<file path="src/rtl/reg_file_mp.sv">
// Purpose : parametrised register file, one write port, NUM_RD independent read ports,
//           per-entry valid tracking, synchronous clear, optional bypass / zero entry.
// Latency : reads are combinational (READ_LAT=0) or one cycle (READ_LAT=1); writes land at posedge.
// Backpressure: none; every write and read is accepted every cycle.
//
// Ports:
//   clk, rst        clock, asynchronous active-high reset
//   we/in_sel/in_reg write enable, address, data
//   clr             synchronous clear of all entries and valid bits (wins over a write)
//   out_sel         NUM_RD packed read addresses, port p at [p*AW +: AW]
//   out_reg         NUM_RD packed read data, port p at [p*DATA_W +: DATA_W]
//   out_valid       per-port: addressed entry written since last reset/clr
//   valid_map       registered per-entry valid bits
//   wr_err          one-cycle pulse after an out-of-range write attempt
module reg_file_mp #(
    parameter int DATA_W   = 8,
    parameter int DEPTH    = 16,
    parameter int NUM_RD   = 2,
    parameter int READ_LAT = 0,
    parameter int BYPASS   = 1,
    parameter int ZERO_REG = 0,
    localparam int AW      = (DEPTH <= 2) ? 1 : $clog2(DEPTH)
) (
    input  logic                     clk,
    input  logic                     rst,
    input  logic                     we,
    input  logic [AW-1:0]            in_sel,
    input  logic [DATA_W-1:0]        in_reg,
    input  logic                     clr,
    input  logic [NUM_RD*AW-1:0]     out_sel,
    output logic [NUM_RD*DATA_W-1:0] out_reg,
    output logic [NUM_RD-1:0]        out_valid,
    output logic [DEPTH-1:0]         valid_map,
    output logic                     wr_err
);

    logic [DATA_W-1:0] r_mem [DEPTH];
    logic [DEPTH-1:0]  r_valid;
    logic              r_wr_err;

    logic              w_in_range;
    logic              w_zero_hit;
    logic              w_wr_ok;
    logic [DATA_W-1:0] w_raw [NUM_RD];
    logic [NUM_RD-1:0] w_rvld;

    assign w_in_range = int'(in_sel) < DEPTH;
    assign w_zero_hit = (ZERO_REG != 0) && (in_sel == '0);
    // A write that actually commits this edge; also the bypass qualifier.
    assign w_wr_ok    = we && !clr && w_in_range && !w_zero_hit;

    always_ff @(posedge clk or posedge rst) begin
        if (rst) begin
            for (int e = 0; e < DEPTH; e++) begin
                r_mem[e] <= '0;
            end
            r_valid    <= '0;
            r_valid[0] <= (ZERO_REG != 0);
            r_wr_err   <= 1'b0;
        end else begin
            // Error flag is independent of clr: it only reflects the address check.
            r_wr_err <= we && !w_in_range;
            if (clr) begin
                for (int e = 0; e < DEPTH; e++) begin
                    r_mem[e] <= '0;
                end
                r_valid    <= '0;
                r_valid[0] <= (ZERO_REG != 0);
            end else if (w_wr_ok) begin
                for (int e = 0; e < DEPTH; e++) begin
                    if (in_sel == AW'(e)) begin
                        r_mem[e]   <= in_reg;
                        r_valid[e] <= 1'b1;
                    end
                end
            end
        end
    end

    // Per-port read mux; later assignments override earlier ones, so the
    // priority is: array < zero entry < bypass.
    always_comb begin
        for (int p = 0; p < NUM_RD; p++) begin
            w_raw[p]  = '0;
            w_rvld[p] = 1'b0;
            for (int e = 0; e < DEPTH; e++) begin
                if (out_sel[p*AW +: AW] == AW'(e)) begin
                    w_raw[p]  = r_mem[e];
                    w_rvld[p] = r_valid[e];
                end
            end
            if ((ZERO_REG != 0) && (out_sel[p*AW +: AW] == '0)) begin
                w_raw[p]  = '0;
                w_rvld[p] = 1'b1;
            end
            if ((BYPASS != 0) && w_wr_ok && (out_sel[p*AW +: AW] == in_sel)) begin
                w_raw[p]  = in_reg;
                w_rvld[p] = 1'b1;
            end
        end
    end

    genvar p;
    generate
        for (p = 0; p < NUM_RD; p++) begin : g_rd
            if (READ_LAT == 1) begin : g_reg
                logic [DATA_W-1:0] r_out_reg;
                logic              r_out_valid;
                // Captures pre-clear raw data: clr only touches the array at this same edge.
                always_ff @(posedge clk or posedge rst) begin
                    if (rst) begin
                        r_out_reg   <= '0;
                        r_out_valid <= 1'b0;
                    end else begin
                        r_out_reg   <= w_raw[p];
                        r_out_valid <= w_rvld[p];
                    end
                end
                assign out_reg[p*DATA_W +: DATA_W] = r_out_reg;
                assign out_valid[p]                = r_out_valid;
            end else begin : g_comb
                assign out_reg[p*DATA_W +: DATA_W] = w_raw[p];
                assign out_valid[p]                = w_rvld[p];
            end
        end
    endgenerate

    assign valid_map = r_valid;
    assign wr_err    = r_wr_err;

endmodule

</file>
<file path="config.mk">
export PLATFORM = sky130hd
export DESIGN_NAME = reg_file_mp
export DESIGN_NICKNAME = d
export VERILOG_FILES = /design/src/rtl/reg_file_mp.sv
export SDC_FILE = /design/constraint.sdc
export NUM_CORES = 1
export LEC_CHECK = 0
export ABC_CLOCK_PERIOD_IN_PS = 13200
export BUFFER_PORTS_ARGS = -buffer_cell sky130_fd_sc_hd__buf_2
export CAP_MARGIN = 25
export CELL_PAD_IN_SITES_DETAIL_PLACEMENT = 1
export CELL_PAD_IN_SITES_GLOBAL_PLACEMENT = 1
export CORE_UTILIZATION = 52
export DETAILED_ROUTE_END_ITERATION = 7
export GPL_TIMING_DRIVEN = 0
export PLACE_DENSITY = 0.92
export SKIP_CTS_REPAIR_TIMING = 1
export SLEW_MARGIN = 20
export SYNTH_ARGS = -nofsm -noshare
export SYNTH_HDL_FRONTEND = slang
export SYNTH_SLANG_ARGS = --single-unit
</file>
<file path="constraint.sdc">
create_clock -name clk -period 13.2 [get_ports clk]
set_input_delay 2.64 -clock clk [delete_from_list [all_inputs] [get_ports clk]]
set_output_delay 2.64 -clock clk [all_outputs]
set_load 0.01 [all_outputs]
</file>
-- Word level (Yosys, flattened, before mapping)
Cells that the tools add are included.
- input port bits: 24
- register bits: 144
- logic and storage cells: 223
- output and inout port bits: 35
- equal/unequal tests: 47
- multiplexer cells: 104
- reductions and logical operators: 40
- operators with widths (kind ; number):
    two-way mux 8 bit ; 50
    two-way mux 128 bit ; 2
    equality test 4 bit (second input constant) ; 24
    two-way mux 1 bit ; 50
    equality test 4 x 3 -> 1 bit (second input constant) ; 12
    nonzero test 2 bit ; 17
    two-way mux 16 bit ; 2
    AND reduction 2 bit ; 16
    equality test 4 x 2 -> 1 bit (second input constant) ; 6
    equality test 4 x 1 -> 1 bit (second input constant) ; 3
    logical NOT 4 bit ; 3
    equality test 4 bit ; 2
    logical AND 1 bit ; 3
    logical NOT 1 bit ; 1

-- Logic depth before layout (Yosys ltp)
Gate-level depths: netlist (run 1).
- depth in word-level cells: 18
- depth in mapped cells: 10
- gate-level depth less buffers: 6

-- Worst setup path before layout (run 1)
Ideal clock, no wire load.
- path type: in2out
- start point: in out_sel[4]
- end point: out out_reg[14]
- cell stages on the path: 8
- setup slack: 6.545 ns
- data arrival time: 4.015 ns
- required time: 10.560 ns
- path through: buf_2 -> buf_4 -> buf_2 -> o311ai_0 -> o21ai_0 -> nand2_1 -> a22oi_1 -> o31ai_1
- longest elaborated chain between the ends: 18
- elaborated cells between the ends (all ways): 35
- classes of those cells: eq/ne: 16; mux: 17; reduce/logical: 2
- RTL lines (element ; line ; text):
    start, declared ; 30 ; input logic [NUM_RD*AW-1:0] out_sel,
    logical NOT 4 bit ; 87 ; if (out_sel[p*AW +: AW] == AW'(e)) begin
    two-way mux 8 bit (16 in a row) ; 87 ;
    two-way mux 8 bit (*) ; 96 ; if ((BYPASS != 0) && w_wr_ok && (out_sel[p*AW +: AW] == in_sel)) begin
    end, declared ; 31 ; output logic [NUM_RD*DATA_W-1:0] out_reg,
Every way passes the cells marked *; elsewhere a longest branch is shown, timed or not.

-- Final worst setup path (run 1)
- start point: in out_sel[5]
- end point: out out_reg[12]
The elaborated chain is that of the path after synthesis.

==> results of run 1 <==
## logic make-up (layout without fill, tap and decap cells)
logic type,count (synthesis),in the layout,share of synthesized area
AO/OA/AOI/OAI,223,223,0.1585
AND/OR/NAND/NOR,324,324,0.1538
buffers and inverters,113,187,0.05602
multiplexers,188,188,0.2350
flip-flops,144,144,0.3888
other,1,2,0.0004046
XOR/XNOR,8,8,0.007559
## final cells by class
class / count / area (um2) / share of cell area
antenna: 1 / 2.502 / 0.0002408
clock buffer: 23 / 488.0 / 0.04696
multi-input combinational: 744 / 5146 / 0.4952
buffer: 93 / 444.2 / 0.04275
timing repair buffer: 43 / 237.7 / 0.02288
clock inverter: 8 / 105.1 / 0.01011
inverter: 20 / 82.58 / 0.007947
sequential: 144 / 3603 / 0.3468
tap: 225 / 281.5 / 0.02709
## path summary, 6_finish.rpt
| path | slack, ns | endpoint | from |
|---|---|---|---|
| setup / recovery | 5.48 | out_reg[12] | out_sel[5] |
| hold / removal | 0.54 | r_mem[59] | r_mem[59] |
| setup reg to reg | 12.35 | r_mem[95] | r_mem[95] |
| hold reg to reg | 0.54 | r_mem[59] | r_mem[59] |
| max in group asynchronous | 10.19 | valid_map[4] | rst |
| min in group asynchronous | 2.22 | r_mem[28] | rst |
## power breakdown
group	internal [mW]	total (mW)	switching, mW
Sequential	0.447	0.454	0.00700
Clock	0.297	0.502	0.205
Combinational	0.0513	0.174	0.122
## per-stage QoR
stage	area, um2	util	instances	setup slack, ns
CTS	10390	0.5985	1300	5.637
global route	10390	0.5985	1300	5.453
global placement	9761	0.5624	1268	4.944
floorplan	9269	-	1001	6.545
finish	10390	0.5987	1301	5.479
detailed placement	9796	0.5644	1269	5.660
## flip-flops by register name (all words and copies together) (netlist names)
name,count
r_mem,128
valid_map,16
## per-layer routing
metal | wire length [um] | vias up
li1 | - | 3708
met1 | 14740 | 4658
met2 | 17810 | 728
met3 | 4331 | 255
met4 | 2852 | 0
met5 | 0 | -
## layout by cell type (no fill, tap or decap), types with 10 or more instances in the layout
master	n
o22a_1	11
o221ai_1	11
buf_2	75
nor2b_1	14
mux2_2	10
a211oi_1	10
dfrtp_1	144
o211ai_1	11
clkbuf_16	17
clkbuf_1	45
a21oi_1	45
o22ai_1	16
o21a_1	10
nand2b_1	17
nor2_1	195
inv_1	17
o21ai_0	59
mux2i_1	158
mux4_2	11
nand2_1	55
## cells in the mapped netlist (3+ instances only)
cell type / instances / share of area
inv_1: 18 / 0.0073
a22oi_1: 4 / 0.0032
xnor2_1: 4 / 0.0038
dfrtp_1: 144 / 0.39
o22ai_1: 16 / 0.011
o32ai_1: 3 / 0.0028
o22a_1: 11 / 0.010
o221ai_1: 11 / 0.010
buf_1: 8 / 0.0032
o211ai_1: 11 / 0.0089
o31ai_1: 6 / 0.0049
nor3_1: 9 / 0.0049
nand3b_1: 4 / 0.0032
a21oi_1: 45 / 0.024
nand3_1: 8 / 0.0043
nor2_2: 9 / 0.0061
a211o_1: 6 / 0.0057
o21a_1: 10 / 0.0081
clkbuf_1: 43 / 0.017
a211oi_1: 10 / 0.0081
mux2_2: 10 / 0.012
xor2_1: 4 / 0.0038
mux2i_1: 158 / 0.17
o311ai_0: 3 / 0.0028
o21ai_0: 59 / 0.032
a222oi_1: 5 / 0.0054
mux4_2: 11 / 0.027
nand2b_1: 17 / 0.011
a31oi_1: 5 / 0.0034
nor2b_1: 14 / 0.0094
mux4_1: 9 / 0.026
buf_2: 33 / 0.018
nor2_1: 195 / 0.079
a221oi_1: 8 / 0.0076
or3_1: 3 / 0.0020
nand2_1: 55 / 0.022
buf_4: 6 / 0.0049
## worst register-to-register path: cells and delay by family, from the launching register on
family	cells	cell delay (ns)
muxes	1	0.20
DFF	1	0.45
and+or+nand+nor	1	0.06
==> results.sh, run 1 <==
export IMPL_ir_drop_v=0.0001101
export IMPL_grt_usage=0.4469
export IMPL_ant_nets=0
export IMPL_drc=3
export IMPL_grt_pass1_vias=9474
export IMPL_setup_viol=0
export IMPL_setup_tns_ns=0
export IMPL_max_slew_margin_rel=0.3730
export IMPL_crit_type="in -> out"
export IMPL_ys_warn_count=0
export IMPL_use_met1=0.5467
export IMPL_syn_inst=1001
export IMPL_die_h_um=135.5
export IMPL_crit_chain="buf_2 -> buf_2 -> buf_1 -> nand3_1 -> o21ai_0 -> o41ai_1 -> a211oi_1 -> o31ai_1 -> buf_2"
export IMPL_io_pins=59
export IMPL_cp_num_cells=9
export IMPL_period_needed_ns=7.721
export IMPL_synth_async_reset_ratio=1.000
export IMPL_cp_max_fo=10
export IMPL_dieArea_um2=18360
export IMPL_clock_path_buffers=2
export IMPL_grt_max_degree=83
export IMPL_synth_cell_types=58
export IMPL_critPathBufInv=4
export IMPL_clk_pin_slew_ns=0.06
export IMPL_grt_overflow_total=0
export IMPL_failed_checks="DRC"
export IMPL_syn_mean_instance_area_um2=9.260
export IMPL_powerDensity_nw_per_um2=108.7
export IMPL_grt_busiest_layer="met2"
export IMPL_critical_path_startpoint_type="primary input"
export IMPL_wl_per_cell_um=30.54
export IMPL_ys_flop_type="dfrtp_1"
export IMPL_p_leak_nw=4.750
export IMPL_p_total_mw=1.130
export IMPL_place_congestion=1.045
export IMPL_critical_path_max_stage_delay_ns=0.56
export IMPL_synth_nets=1025
export IMPL_drive_gt1_frac=0.1442
export IMPL_run_status="finished with violations"
export IMPL_start_util=0.5340
export IMPL_antenna_found_initial=0
export IMPL_avgViaCountPerCell=7.186
export IMPL_grt_pass1_wl_um=58520
export IMPL_hold_viol=0
export IMPL_drv_slew=0
export IMPL_fin_crit_sh=0.5849
export IMPL_hpwl_um=28040
export IMPL_n_fill_cell=2003
export IMPL_clkLatencyLatePin_ns=0.44
export IMPL_holdWs_ns=0.5415
export IMPL_fp_coreArea_um2=17360
export IMPL_cp_data_required_time_ns=10.56
export IMPL_cp_arrival_ns=5.08
export IMPL_met2_usage=0.6744
export IMPL_use_met3=0.1343
export IMPL_dieWidth_um=135.5
export IMPL_vias=9349
export IMPL_area_delta_synth_final_pct=12.11
export IMPL_hold_class="reg -> reg"
export IMPL_worstRegToRegCells=2
export IMPL_dr_pass1_iters=8
export IMPL_path_common_cell="buf_2"
export IMPL_synth_seq_cells=144
export IMPL_cts_buffers=17
export IMPL_fin_nets=1087
export IMPL_crit_slowest_cell="buf_1"
export IMPL_io_buffers=42
export IMPL_fp_row_count=48
export IMPL_endpoint_kind="primary output"
export IMPL_cts_tree="yes"
export IMPL_drt_wl_total_um=39730
export IMPL_syn_area_um2=9269
export IMPL_htree_levels=4
export IMPL_yosysSeqAreaShare=0.3888
export IMPL_whs_path_depth=2
export IMPL_cp_top_family="buffers and inverters"
export IMPL_clockRootBuffer="clkbuf_16"
export IMPL_maxCapViolCount=0
export IMPL_synth_edf_count=0
export IMPL_max_freq_mhz=129.5
export IMPL_max_slew_worst_pin_slew_ns=0.9405
export IMPL_drtIter0Drc=1349
export IMPL_clkSinkCount=144
export IMPL_rsz0062_at_grt="false"
export IMPL_clock_skew_ns=0
Note: power is estimated with default switching activity, not from simulation.
==> run 2, diff against run 1 <==
Settings changed: ABC_CLOCK_PERIOD_IN_PS 13200 to 6300, CORE_UTILIZATION 52 to 43, PLACE_DENSITY 0.92 to 0.82.
Clock period 13.2 ns to 6.3 ns, I/O delays scaled along.
==> results.sh, run 2 (synthesis results as in run 1) <==
export IMPL_run_status="complete, no violations"
export IMPL_drt_wl_total_um=39120
export IMPL_area_delta_synth_final_pct=12.49
export IMPL_grt_pass1_vias=9313
export IMPL_critPathLaunch="out_sel[5]"
export IMPL_crit_chain="buf_2 -> buf_2 -> buf_1 -> nand3_1 -> o21ai_0 -> o41ai_1 -> a211oi_1 -> o31ai_1 -> buf_2"
export IMPL_cts_buffers=17
export IMPL_p_leak_nw=4.737
export IMPL_fp_coreArea_um2=21090
export IMPL_layout_commonest_cell="nor2_1"
export IMPL_place_congestion=0.9838
export IMPL_r2r_end="r_mem[33]"
export IMPL_io_buffers=42
export IMPL_critPathBufInv=4
export IMPL_regMostFlops="r_mem"
export IMPL_drtIter0Drc=969
export IMPL_fin_crit_sh=0.8200
export IMPL_io_pins=59
export IMPL_vias=8940
export IMPL_maxCapViolCount=0
export IMPL_grt_overflow_total=0
export IMPL_max_slew_margin_rel=0.2716
export IMPL_path_common_cell="buf_2"
export IMPL_cp_top_family="buffers and inverters"
export IMPL_fin_ws_ns=1.134
export IMPL_critical_path_max_stage_delay_ns=0.66
export IMPL_power_frac_comb=0.154
export IMPL_grt_usage=0.3628
export IMPL_antenna_found_initial=0
export IMPL_place_inst=1319
export IMPL_dieArea_um2=22150
export IMPL_max_freq_mhz=193.6
export IMPL_place_area_um2=9858
export IMPL_cp_arrival_ns=3.91
export IMPL_drv_slew=0
export IMPL_rsz0062_at_grt="false"
export IMPL_hpwl_um=28360
export IMPL_finalNonFillerCells=1350
export IMPL_endpoint_kind="primary output"
export IMPL_critical_path_startpoint_type="primary input"
export IMPL_switchingPower_mw=0.7245
export IMPL_htree_levels=4
export IMPL_clkSinkCount=144
export IMPL_clockRootBuffer="clkbuf_16"
export IMPL_switching_share=0.3112
export IMPL_avgViaCountPerCell=6.622
export IMPL_p_int_mw=1.604
export IMPL_ir_drop_v=0.0001838
export IMPL_r2r_setup_slack_ns=5.44
export IMPL_start_util=0.4395
export IMPL_cts_tree="yes"
export IMPL_layout_common_cells="nor2_1 (195), mux2i_1 (158), dfrtp_1 (144), buf_2 (75), o21ai_0 (59)"
export IMPL_setup_viol=0
export IMPL_critPathCapture="out_reg[12]"
export IMPL_place_ws_ns=1.405
export IMPL_clock_skew_ns=0
export IMPL_cp_num_cells=9
export IMPL_num_antenna_cells=0
export IMPL_powerDensity_nw_per_um2=223.3
export IMPL_crit_slowest_cell="buf_1"
export IMPL_fp_row_count=53
export IMPL_fin_nets=1087
export IMPL_grt_max_degree=101
export IMPL_grt_pass1_wl_um=57790
export IMPL_seqPwrFrac=0.408
export IMPL_wl_per_cell_um=28.98
export IMPL_clkLatencyLatePin_ns=0.44
export IMPL_period_needed_ns=5.166
export IMPL_fin_area_um2=10430
export IMPL_worstRegToRegCells=2
export IMPL_ant_nets=0
export IMPL_dieWidth_um=148.8
export IMPL_clock_path_buffers=2
export IMPL_cp_data_required_time_ns=5.04
export IMPL_clkPwrFrac=0.438
export IMPL_hold_viol=0
export IMPL_cp_max_fo=10
export IMPL_crit_type="in -> out"
export IMPL_largest_reg_flops=128
export IMPL_rr_startpoint="r_mem[33]"
export IMPL_die_h_um=148.8
export IMPL_drc=0
export IMPL_max_slew_worst_pin_slew_ns=1.093
export IMPL_hold_class="reg -> reg"
export IMPL_drive_gt1_frac=0.1460
export IMPL_clk_pin_slew_ns=0.06
export IMPL_dr_pass1_iters=6
## run 2: layer usage
layer  global-route usage  up-vias  wire length [um]
met1               0.4559     4471             15430
met5                    0        -                 0
met3              0.07859      172              3529
met4               0.2209        0              2358
li1                     -     3710                 -
met2               0.5715      587             17800
## run 2: area by class of cell
cell class              instances  area [um2]
clock buffers                  18       439.2
multi-input cells             744        5146
flip-flops and latches        144        3603
plain buffers                  93       444.2
inverters                      20       82.58
repair buffers                 43       237.7
fillers                      2476       10660
clock inverters                13       128.9
well taps                     275       344.1
## run 2: metrics by stage
| stage | hold WS, ns | power (mW) | utilization | setup TNS (ns) |
|---|---|---|---|---|
| after floorplan | 0.4896 | 1.179 | - | 0 |
| after global placement | 0.5023 | 1.301 | 0.4658 | -89.72 |
| after detailed placement | 0.5258 | 1.312 | 0.4675 | 0 |
| after CTS | 0.5431 | 2.319 | 0.4944 | 0 |
| after global routing | 0.5713 | 2.376 | 0.4944 | 0 |
| final | 0.5511 | 2.328 | 0.4944 | 0 |
## run 2: worst register-to-register path: stages (launching register included)
cell and delay (ns):
dfrtp_1 0.43, mux2i_1 0.20, nor2_1 0.08
## run 2: worst min-delay path by stage
stage | from | end | slack, ns | cells past startpoint
after detailed placement | r_mem[53] | r_mem[53] | 0.53 | 2
after CTS | r_mem[53] | r_mem[53] | 0.54 | 2
final | valid_map[9] | valid_map[9] | 0.55 | 2
after global placement | valid_map[9] | valid_map[9] | 0.50 | 2
after global routing | r_mem[53] | r_mem[53] | 0.57 | 2
after floorplan | r_mem[57] | r_mem[57] | 0.49 | 2
## run 2: power by group through the flow
stage / Combinational (mW) / Sequential, mW / Clock, mW
final: 0.359 / 0.951 / 1.02
after global routing: 0.375 / 0.951 / 1.05
after CTS: 0.347 / 0.950 / 1.02
after detailed placement: 0.344 / 0.967 / 0
after global placement: 0.334 / 0.967 / 0
after floorplan: 0.217 / 0.963 / 0
==> run 3, diff against run 2 <==
Settings changed: ABC_CLOCK_PERIOD_IN_PS 6300 to 4560.
Clock period 6.3 ns to 4.56 ns, I/O delays scaled along.
==> results.sh, run 3 (synthesis results as in run 1) <==
export IMPL_clockRootBuffer="clkbuf_16"
export IMPL_run_status="complete, no violations"
export IMPL_hpwl_um=29060
export IMPL_holdWs_ns=0.5531
export IMPL_ir_drop_v=0.0002614
export IMPL_area_delta_synth_final_pct=13.38
export IMPL_fin_nets=1090
export IMPL_p_int_mw=2.293
export IMPL_hold_class="reg -> reg"
export IMPL_finalNonFillerCells=1354
export IMPL_cts_tree="yes"
export IMPL_cp_top_family="buffers and inverters"
export IMPL_critical_path_max_stage_delay_ns=0.61
export IMPL_clkLatencyLatePin_ns=0.44
export IMPL_n_fill_cell=2502
export IMPL_drtIter0Drc=929
export IMPL_io_buffers=42
export IMPL_p_leak_nw=4.776
export IMPL_place_inst=1322
export IMPL_dieArea_um2=22150
export IMPL_route_met3_wl_um=3714
export IMPL_clkPwrFrac=0.450
export IMPL_clkSinkCount=144
export IMPL_clock_skew_ns=0
export IMPL_grt_usage=0.3716
export IMPL_cp_arrival_ns=3.61
export IMPL_largest_reg_flops=128
export IMPL_path_common_cell="buf_2"
export IMPL_hold_viol=0
export IMPL_r2r_setup_slack_ns=3.62
export IMPL_vias=9111
export IMPL_power_frac_comb=0.153
export IMPL_fp_coreArea_um2=21090
export IMPL_dr_pass1_iters=7
export IMPL_drt_wl_total_um=40260
export IMPL_grt_max_degree=34
export IMPL_fin_crit_sh=0.9919
export IMPL_max_slew_worst_pin_slew_ns=0.9990
export IMPL_start_util=0.4395
export IMPL_critPathBufInv=5
export IMPL_m1WireLength_um=15890
export IMPL_antenna_found_initial=0
export IMPL_clock_path_buffers=2
export IMPL_critical_path_startpoint_type="primary input"
export IMPL_layout_commonest_cell="nor2_1"
export IMPL_die_h_um=148.8
export IMPL_grt_overflow_total=0
export IMPL_switching_share=0.3062
export IMPL_max_freq_mhz=221.1
export IMPL_drc=0
export IMPL_fin_ws_ns=0.03694
export IMPL_crit_chain="buf_2 -> buf_2 -> buf_2 -> clkbuf_1 -> nand2_1 -> a211oi_1 -> o31ai_1 -> buf_2"
export IMPL_cp_max_fo=10
export IMPL_dieWidth_um=148.8
export IMPL_top_layer="met4"
export IMPL_cp_data_required_time_ns=3.65
export IMPL_ant_nets=0
export IMPL_setup_viol=0
export IMPL_num_antenna_cells=0
export IMPL_powerDensity_nw_per_um2=314.5
export IMPL_place_congestion=0.9913
export IMPL_crit_slowest_cell="clkbuf_1"
export IMPL_crit_type="in -> out"
export IMPL_grt_pass1_wl_um=59430
export IMPL_drv_slew=0
export IMPL_wl_per_cell_um=29.73
export IMPL_htree_levels=4
export IMPL_drive_gt1_frac=0.1483
export IMPL_grt_pass1_vias=9355
export IMPL_regMostFlops="r_mem"
export IMPL_avgViaCountPerCell=6.729
export IMPL_wl_met2_um=18600
export IMPL_period_needed_ns=4.523
export IMPL_clk_pin_slew_ns=0.06
export IMPL_place_ws_ns=0.3116
export IMPL_endpoint_kind="primary output"
export IMPL_cts_buffers=17
export IMPL_rsz0062_at_grt="false"
export IMPL_max_slew_margin_rel=0.3340
export IMPL_seqPwrFrac=0.397
export IMPL_switchingPower_mw=1.012
export IMPL_io_pins=59
export IMPL_setup_tns_ns=0
export IMPL_maxCapViolCount=0
export IMPL_fp_row_count=53
export IMPL_layout_common_cells="nor2_1 (195), mux2i_1 (158), dfrtp_1 (144), buf_2 (75), o21ai_0 (59)"
-- run 3: cell count changes in the layout (fill, tap and decap cells not counted), sizes merged --
| cell | before | now |
|---|---|---|
| clkinv | 2 | 3 |
| clkbuf | 61 | 63 |
| inv | 26 | 24 |
| bufinv | 1 | 2 |
| buf | 93 | 96 |
| clkinvlp | 4 | 3 |
-- run 3: metrics by stage --
stage	area (um2)	total power, mW	util
after floorplan	9273	1.629	-
after global placement	9827	1.803	0.4660
after detailed placement	9907	1.822	0.4698
after CTS	10510	3.286	0.4983
after global routing	10510	3.375	0.4983
final	10510	3.306	0.4983
-- run 3: final timing paths --
path                               to       start  depth (start not counted)
setup / recovery           out_reg[9]  out_sel[5]                          8
hold / removal              r_mem[62]   r_mem[62]                          2
setup reg to reg            r_mem[93]   r_mem[93]                          2
hold reg to reg             r_mem[62]   r_mem[62]                          2
max in group asynchronous   r_mem[38]         rst                          4
min in group asynchronous  r_mem[127]         rst                          2
-- run 3: layout make-up --
cell class | count | area [um2] | share of cell area
flip-flops and latches | 144 | 3603 | 0.3429
plain buffers | 93 | 444.2 | 0.04227
multi-input cells | 744 | 5146 | 0.4897
inverters | 20 | 78.83 | 0.007501
well taps | 275 | 344.1 | 0.03274
clock buffers | 20 | 456.7 | 0.04346
clock inverters | 12 | 145.1 | 0.01381
repair buffers | 46 | 290.3 | 0.02762
-- run 3: metal layers --
layer	up-vias	track usage
li1	3714	-
met1	4661	0.4668
met4	0	0.1791
met2	569	0.5911
met3	167	0.1009
met5	-	0
-- run 3: power groups by stage --
stage               sequential [mW]  clock [mW]  combinational, mW
global placement               1.34           0              0.467
detailed placement             1.34           0              0.485
global route                   1.31        1.53              0.529
finish                         1.31        1.49              0.506
floorplan                      1.33           0              0.300
CTS                            1.31        1.48              0.489
-- run 3: worst min-delay path, stage by stage, from the launching register on --
cell     delay (ns)
dfrtp_1        0.36
mux2i_1        0.08
nor2_1         0.08
